**src/rtl/keccak_digest_serializer.sv**
```systemverilog
// Digest queue and word serializer for the Keccak permutation core.
// Holds up to DEPTH complete digests and streams each one out as OUT_WIDTH-bit
// words over ready/valid, optionally truncated to a per-digest word count.
//
// state | meaning
// IDLE  | no digest held (count == 0), out_valid low
// SEND  | head digest is being presented word by word (count > 0)
module keccak_digest_serializer #(
  parameter int IN_WIDTH  = 256,
  parameter int OUT_WIDTH = 64,
  parameter int DEPTH     = 2,
  parameter int MSB_FIRST = 1,
  localparam int WORDS    = IN_WIDTH / OUT_WIDTH,
  localparam int WW       = $clog2(WORDS + 1),
  localparam int CW       = $clog2(DEPTH + 1)
) (
  input  logic                 clock,
  input  logic                 reset_n,
  input  logic [IN_WIDTH-1:0]  in_data,
  input  logic [WW-1:0]        in_words,
  input  logic                 in_valid,
  output logic                 in_ready,
  output logic [OUT_WIDTH-1:0] out_data,
  output logic                 out_valid,
  output logic                 out_last,
  input  logic                 out_ready,
  output logic [CW-1:0]        level
);

  localparam int PW = (DEPTH > 1) ? $clog2(DEPTH) : 1;

  typedef enum logic {IDLE = 1'b0, SEND = 1'b1} state_t;

  state_t               state_q;
  state_t               state_d;
  logic [IN_WIDTH-1:0]  slot_data  [DEPTH];
  logic [WW-1:0]        slot_words [DEPTH];
  logic [PW-1:0]        wr_ptr;
  logic [PW-1:0]        rd_ptr;
  logic [CW-1:0]        count;
  logic [WW-1:0]        word_idx;
  logic [WW-1:0]        eff_in;
  logic [IN_WIDTH-1:0]  head_data;
  logic [WW-1:0]        head_words;
  logic [OUT_WIDTH-1:0] word_sel;
  logic                 accept;
  logic                 out_fire;
  logic                 last_fire;

  // Ready is purely a function of occupancy; a draining slot does not free
  // space until the edge after its last word is taken.
  assign in_ready  = (count != CW'(DEPTH));
  assign accept    = in_valid & in_ready;
  assign out_fire  = out_valid & out_ready;
  assign last_fire = out_fire & out_last;
  assign level     = count;

  // Out-of-range word counts (0 or more than a full digest) mean the whole digest;
  // the count is normalised once at accept time so the read side stays simple.
  assign eff_in = ((in_words == '0) || (in_words > WW'(WORDS))) ? WW'(WORDS) : in_words;

  assign head_data  = slot_data[rd_ptr];
  assign head_words = slot_words[rd_ptr];

  // Select word word_idx of the head digest in the configured word order.
  always_comb begin
    word_sel = '0;
    for (int i = 0; i < WORDS; i++) begin
      if (word_idx == WW'(i)) begin
        if (MSB_FIRST != 0) begin
          word_sel = head_data[IN_WIDTH-1-i*OUT_WIDTH -: OUT_WIDTH];
        end else begin
          word_sel = head_data[i*OUT_WIDTH +: OUT_WIDTH];
        end
      end
    end
  end

  // Slot storage; payload needs no reset because count gates its visibility.
  always_ff @(posedge clock) begin
    if (accept) begin
      slot_data[wr_ptr]  <= in_data;
      slot_words[wr_ptr] <= eff_in;
    end
  end

  // Write/read pointers, occupancy and word index bookkeeping.
  always_ff @(posedge clock or negedge reset_n) begin
    if (!reset_n) begin
      wr_ptr   <= '0;
      rd_ptr   <= '0;
      count    <= '0;
      word_idx <= '0;
    end else begin
      if (accept) begin
        wr_ptr <= (wr_ptr == PW'(DEPTH - 1)) ? '0 : wr_ptr + PW'(1);
      end
      if (last_fire) begin
        rd_ptr   <= (rd_ptr == PW'(DEPTH - 1)) ? '0 : rd_ptr + PW'(1);
        word_idx <= '0;
      end else if (out_fire) begin
        word_idx <= word_idx + WW'(1);
      end
      case ({accept, last_fire})
        2'b10:   count <= count + CW'(1);
        2'b01:   count <= count - CW'(1);
        default: count <= count;
      endcase
    end
  end

  // FSM state register.
  always_ff @(posedge clock or negedge reset_n) begin
    if (!reset_n) begin
      state_q <= IDLE;
    end else begin
      state_q <= state_d;
    end
  end

  // FSM next state: leave SEND only when the final word of the final held
  // digest goes out and nothing new arrives on the same edge.
  always_comb begin
    state_d = state_q;
    case (state_q)
      IDLE: if (accept) state_d = SEND;
      SEND: if (last_fire && (count == CW'(1)) && !accept) state_d = IDLE;
      default: state_d = IDLE;
    endcase
  end

  // FSM outputs; data is forced to zero whenever nothing is offered.
  always_comb begin
    out_valid = (state_q == SEND);
    out_data  = out_valid ? word_sel : '0;
    out_last  = out_valid && (word_idx == (head_words - WW'(1)));
  end

endmodule
```
**config.mk**
```make
export PLATFORM = sky130hd
export DESIGN_NAME = keccak_digest_serializer
export DESIGN_NICKNAME = d
export VERILOG_FILES = /design/src/rtl/keccak_digest_serializer.sv
export SDC_FILE = /design/constraint.sdc
export NUM_CORES = 1
export LEC_CHECK = 0
export CELL_PAD_IN_SITES_DETAIL_PLACEMENT = 0
export CELL_PAD_IN_SITES_GLOBAL_PLACEMENT = 1
export CORE_MARGIN = 1.5
export CORE_UTILIZATION = 41
export CTS_CLUSTER_DIAMETER = 40
export CTS_CLUSTER_SIZE = 20
export DETAILED_ROUTE_END_ITERATION = 10
export HOLD_SLACK_MARGIN = 0.02
export PLACE_DENSITY = 0.87
export SYNTH_ARGS = -nofsm -noshare
export SYNTH_HDL_FRONTEND = slang
export SYNTH_SLANG_ARGS = --single-unit
```
**constraint.sdc**
```tcl
create_clock -name clock -period 11.6 [get_ports clock]
set_input_delay 2.9 -clock clock [delete_from_list [all_inputs] [get_ports clock]]
set_output_delay 2.9 -clock clock [all_outputs]
set_load 0.005 [all_outputs]
```
# After elaboration in Yosys (flattened, before gate mapping)
# Memories as Yosys holds them, arrays and structs flattened.
# Index checks and enable logic that the tools add are counted.
[op_classes]
n_addsub = 6
mux = 15
eq_ne = 8
reduce_logical = 9
order_cmp = 1
n_bitwise = 4
[op_table]
columns = ["operator", "count"]
rows = [
  ["two-way mux 64 bit", 5],
  ["two-way mux 3 bit", 3],
  ["equality test 3 x 2 -> 1 bit (second input constant)", 2],
  ["zero test 3 bit", 2],
  ["two-way mux 1 bit", 5],
  ["equality test 2 x 1 -> 1 bit (second input constant)", 2],
  ["one-hot mux 2 bit (2 select lines)", 1],
  ["nonzero test 2 bit", 2],
  ["adder 3 x 1 -> 3 bit (second input constant)", 1],
  ["AND 1 bit", 3],
  ["equality test 3 x 1 -> 1 bit (second input constant)", 1],
  ["equality test 3 bit", 1],
  ["greater-than comparator 3 bit (second input constant)", 1],
  ["logical AND 1 bit", 3],
  ["subtractor 3 x 1 -> 3 bit (second input constant)", 1],
  ["adder 1 bit (second input constant)", 2],
  ["adder 2 x 1 -> 2 bit (second input constant)", 1],
  ["equality test 2 bit (second input constant)", 1],
  ["!= test 2 bit (second input constant)", 1],
  ["one-hot mux 1 bit (2 select lines)", 1],
  ["subtractor 2 x 1 -> 2 bit (second input constant)", 1],
  ["zero test 1 bit", 1],
  ["logical OR 1 bit", 1],
  ["NOT 1 bit", 1],
]
[totals]
word_cells = 50
memories = 2
in_bits = 263
reg_bits = 8
ramBits = 518
[mem_list]
columns = ["name", "depth", "width", "read_ports", "rd_ports_with_merged_regs", "write_ports", "line", "text"]
rows = [
  ["slot_data", 2, 256, 1, 0, 1, "36", "logic [IN_WIDTH-1:0] slot_data [DEPTH];"],
  ["slot_words", 2, 3, 1, 0, 1, "37", "logic [WW-1:0] slot_words [DEPTH];"],
]

# Depth between registers and ports, before layout
# An unclocked memory read counts as a cell.
[depth]
word_depth = 9
mapped_depth = 12
ltp_nobuf = 9

# Worst setup path after synthesis
# Ideal clock, no wire load.
[synth_timing]
path_kind = "input to register"
start = "input in_valid"
end = "memory slot_data[0][0] (enable)"
slack_ps = -3022
setup_ps = 884
n_path_buf = 0
t_arrival_ps = 13738
path_stages = 2
path_cell_list = "nand2_1 nor2_1"
[synth_between]
elab_chain_cells = 3
[synth_rtl]
columns = ["item", "line", "text"]
rows = [
  ["start: declaration", "21", "input logic in_valid,"],
  ["AND 1 bit", "53", "assign accept = in_valid & in_ready;"],
  ["two-way mux 1 bit", "81", "if (accept) begin"],
  ["two-way mux 1 bit (not written as such)", "82", "slot_data[wr_ptr] <= in_data;"],
  ["end: declaration", "36", ""],
]
# No other way between the ends.

# Worst setup path in the final report
[layout_timing]
start = "register rd_ptr"
end = "output out_last"
[layout_between]
elab_chain_cells = 4
[layout_rtl]
columns = ["item", "line", "text"]
rows = [
  ["start: declaration", "39", "logic [PW-1:0] rd_ptr;"],
  ["start signal: assignment", "99", "rd_ptr <= (rd_ptr == PW'(DEPTH - 1)) ? '0 : rd_ptr + PW'(1);"],
  ["memory read (2 x 3 bit)", "n/a", ""],
  ["subtractor 3 x 1 -> 3 bit", "136", "out_last = out_valid && (word_idx == (head_words - WW'(1)));"],
  ["equality test 3 bit", "136", ""],
  ["logical AND 1 bit", "136", ""],
  ["end: declaration", "25", "output logic out_last,"],
]
# No other way between the ends.

==> flow_metrics.py <==
metrics = {
    "worst_setup_path": {
        "worstSetupStartpointType": "flip-flop",
        "slowest_delay_ns": 0.76,
        "r2r_cells": 10,
        "crit_top_cell": "xnor2_1",
        "worst-path-buf-inv": 2,
        "cp-startpoint": "rd_ptr",
        "crit_fanout": 126,
        "cp_top_family": "buffers and inverters",
        "critPathCaptureType": "primary output",
        "reg2reg_to": "level[1]",
        "required_ns": 8.70,
        "critPathKind": "reg -> out",
        "worstPathArrival_ns": 3.83,
        "cp_num_cells": 8,
        "r2r_setup_slack_ns": 8.48,
        "cpMaxStageDelayCell": "dfrtp_4",
        "crit_chain": "buf_12 -> mux2i_2 -> ha_1 -> xnor2_1 -> xnor2_1 -> and3_1 -> and2_1 -> clkdlybuf4s50_1",
        "rr_startpoint": "rd_ptr",
        "cp-endpoint": "out_last",
    },
    "floorplan": {
        "dieArea_um2": 52590,
        "die_h_um": 229.3,
        "io_pins": 332,
        "core_um2": 50380,
        "die_w_um": 229.3,
        "rows": 82,
        "start_util_pct": 41.69,
    },
    "sta": {
        "period_needed_ns": 6.730,
        "worst_slack_ns": 4.870,
        "setup_viol": 0,
        "timing.fmax_ghz": 0.1486,
        "relSlewSlack_pct": 4.069,
        "slew_violations": 0,
        "finClkSkew_ns": 0.02044,
        "tightest_slew_ns": 1.439,
        "rsz0062_at_grt": "false",
        "finalHoldViolCount": 0,
        "fin_tns_setup_ns": 0,
        "fin_crit_sh_pct": 58.02,
    },
    "detailed_routing": {
        "avgRoutedWirePerCell_um": 20.23,
        "via_per_inst": 5.119,
        "drt-total-wl_mm": 47.98,
        "drc": 0,
        "route.vias.total": 12140,
        "drtAntennaViolNets": 0,
        "drt_first_pass_iters": 5,
        "drtIter0Drc": 781,
    },
    "place": {
        "dpl_worst_slack_ns": 5.428,
        "routabilityCongestion": 0.7883,
        "port_buffers": 331,
        "dp_hpwl_mm": 28.16,
        "dp.cells": 2237,
        "dpl_cell_area_um2": 24890,
    },
    "run_status": {
        "outcome": "finished, final reports clean",
    },
    "clock_network": {
        "htree_levels": 3,
        "cts_hold_buffers": 0,
        "cts_root_buffer": "clkbuf_16",
        "clk_latency_ns": 0.60,
        "cts-resized-gates": 0,
        "cts_tree": "built",
        "clk_path_buf_depth": 3,
        "cts.sinks": 526,
        "numCtsBuffers": 71,
        "clk_pin_slew_ns": 0.06,
        "postCtsSetupRepairBufs": 0,
    },
    "grt": {
        "grt_pass1_vias": 12830,
        "antenna_found_initial": 6,
        "grt_overflow": 0,
        "grt_pass1_wl_mm": 72.68,
        "grt_start_max_net_pins": 172,
        "grt_usage_pct": 18.16,
    },
    "pwr": {
        "pwr-share-seq_pct": 36.9,
        "power.total_mw": 7.440,
        "p_int_mw": 5.118,
        "power_switching_mw": 2.322,
        "worst_ir_drop_vdd_mv": 0.1843,
        "p_comb_share_pct": 33.4,
        "clkPwrFrac_pct": 29.7,
        "switching_share_pct": 31.21,
        "p_leak_nw": 10.02,
        "power_density_nw_per_um2": 272.2,
    },
    "logic_synthesis": {
        "yosys.area_share.simple_pct": 5.070,
        "ys_types": 31,
        "synth_edf_count": 518,
        "synth_top_family_by_area": "multiplexers",
        "ys_seq_area_share_pct": 75.02,
        "syn_area_per_cell_um2": 16.15,
        "async_flop_share_pct": 1.521,
        "synthMuxAreaShare_pct": 12.36,
        "synth_nets": 1573,
        "synth_ff_type": "edfxtp_1",
        "synth_warnings": 0,
        "synth_fa_ha_area_share_pct": 0.5958,
        "syn_area_um2": 21000,
        "synth-compound-area-share_pct": 4.373,
        "postSynthRegisterBits": 526,
        "synthXorXnorAreaFrac_pct": 0.3336,
        "synth_cells": 1300,
    },
    "run": {
        "max_cap_viol_count": 0,
    },
    "final_layout": {
        "area_growth_pct": 30.16,
        "layoutNonFillerInstCount": 2371,
        "fin_nets": 1911,
        "design_area_um2": 27340,
        "drive_gt1_share_pct": 8.024,
    },
    "min_path": {
        "hp-class": "reg -> reg",
    },
}
[state kept, by name (all words and copies together) (netlist names)]
register,flops
slot_data,512
slot_words,6
word_idx,3
level,2
out_valid,1
rd_ptr,1
wr_ptr,1
[final cells by class]
type	count	area [µm²]
antenna	4	10.01
clock buffer	79	1828
clock inverter	51	606.8
fill	3968	23040
inverter	10	37.54
multi-input combinational	686	4812
sequential	526	15760
tap	672	840.8
timing repair buffer	343	3441
[worst min-delay path by stage]
stage / from / to / slack, ns / cells past startpoint
3_3_place_gp: level[1] / level[1] / 0.54 / 2
6_report: wr_ptr / wr_ptr / 0.57 / 1
3_5_place_dp: wr_ptr / wr_ptr / 0.55 / 1
4_1_cts: wr_ptr / wr_ptr / 0.57 / 1
5_1_grt: level[0] / level[0] / 0.58 / 1
2_1_floorplan: wr_ptr / wr_ptr / 0.48 / 1
[layout by cell type (no fill, tap or decap), types with 10 or more instances in the layout]
cell and count:
edfxtp_1 518, clkdlybuf4s50_1 331, mux2i_1 258, nand2_1 199, clkbuf_16 72, a21oi_1 65
o221ai_1 64, nor2_1 64, inv_1 10, inv_6 10, clkinv_1 10
[synth_stat cells, types with 2 or more instances]
library cell    n  area, µm²
a21oi_1        65      325.3
buf_1           2      7.510
nor2b_1         2      12.51
dfrtp_1         8      200.2
nor2_1         65      244.0
xnor2_1         6      52.55
buf_2          38      190.2
o221ai_1       64      560.5
nand2_1       199      747.0
and3_1          2      12.51
ha_1           10      125.1
nand2b_1        2      12.51
inv_1          10      37.54
buf_8           6      90.09
buf_4           5      37.54
edfxtp_1      518      15550
clkbuf_1       26      97.59
mux2i_1       258       2582
xor2_1          2      17.52
[metal layers]
layer / up-vias / routed length, µm / share of wire [%] / global-route usage (%)
li1: 5660 / - / - / -
met1: 5985 / 19210 / 40 / 22.20
met2: 406 / 24350 / 51 / 30.75
met3: 80 / 3239 / 6.8 / 4.594
met4: 6 / 1135 / 2.4 / 7.381
met5: - / 43 / 0.090 / 0
[power by group through the flow]
stage	clock network (mW)	registers, mW	logic, mW
6_report	2.21	2.75	2.49
5_1_grt	2.33	2.78	2.70
4_1_cts	2.25	2.75	2.52
3_5_place_dp	0	2.78	2.50
3_3_place_gp	0	2.76	2.48
2_1_floorplan	0	2.83	1.50
[logic make-up (layout without fill, tap and decap cells)]
| logic type | count (synthesis) | in the layout |
|---|---|---|
| DFF | 526 | 526 |
| and+or+nand+nor | 275 | 275 |
| muxes | 259 | 259 |
| AOI/OAI and AO/OA | 134 | 134 |
| buffers and inverters | 88 | 483 |
| adders and majority gates | 10 | 10 |
| xor gates and xnor gates | 8 | 8 |
| other | 0 | 4 |
[per-stage QoR]
| step | hold WS (ns) | util [%] |
|---|---|---|
| 3_3_place_gp | 0.5351 | 49.41 |
| 4_1_cts | 0.5655 | 54.24 |
| 5_1_grt | 0.5827 | 54.26 |
| 3_5_place_dp | 0.5546 | 49.41 |
| 2_1_floorplan | 0.4794 | - |
| 6_report | 0.5682 | 54.26 |
Power figures use the tool's default switching activity.
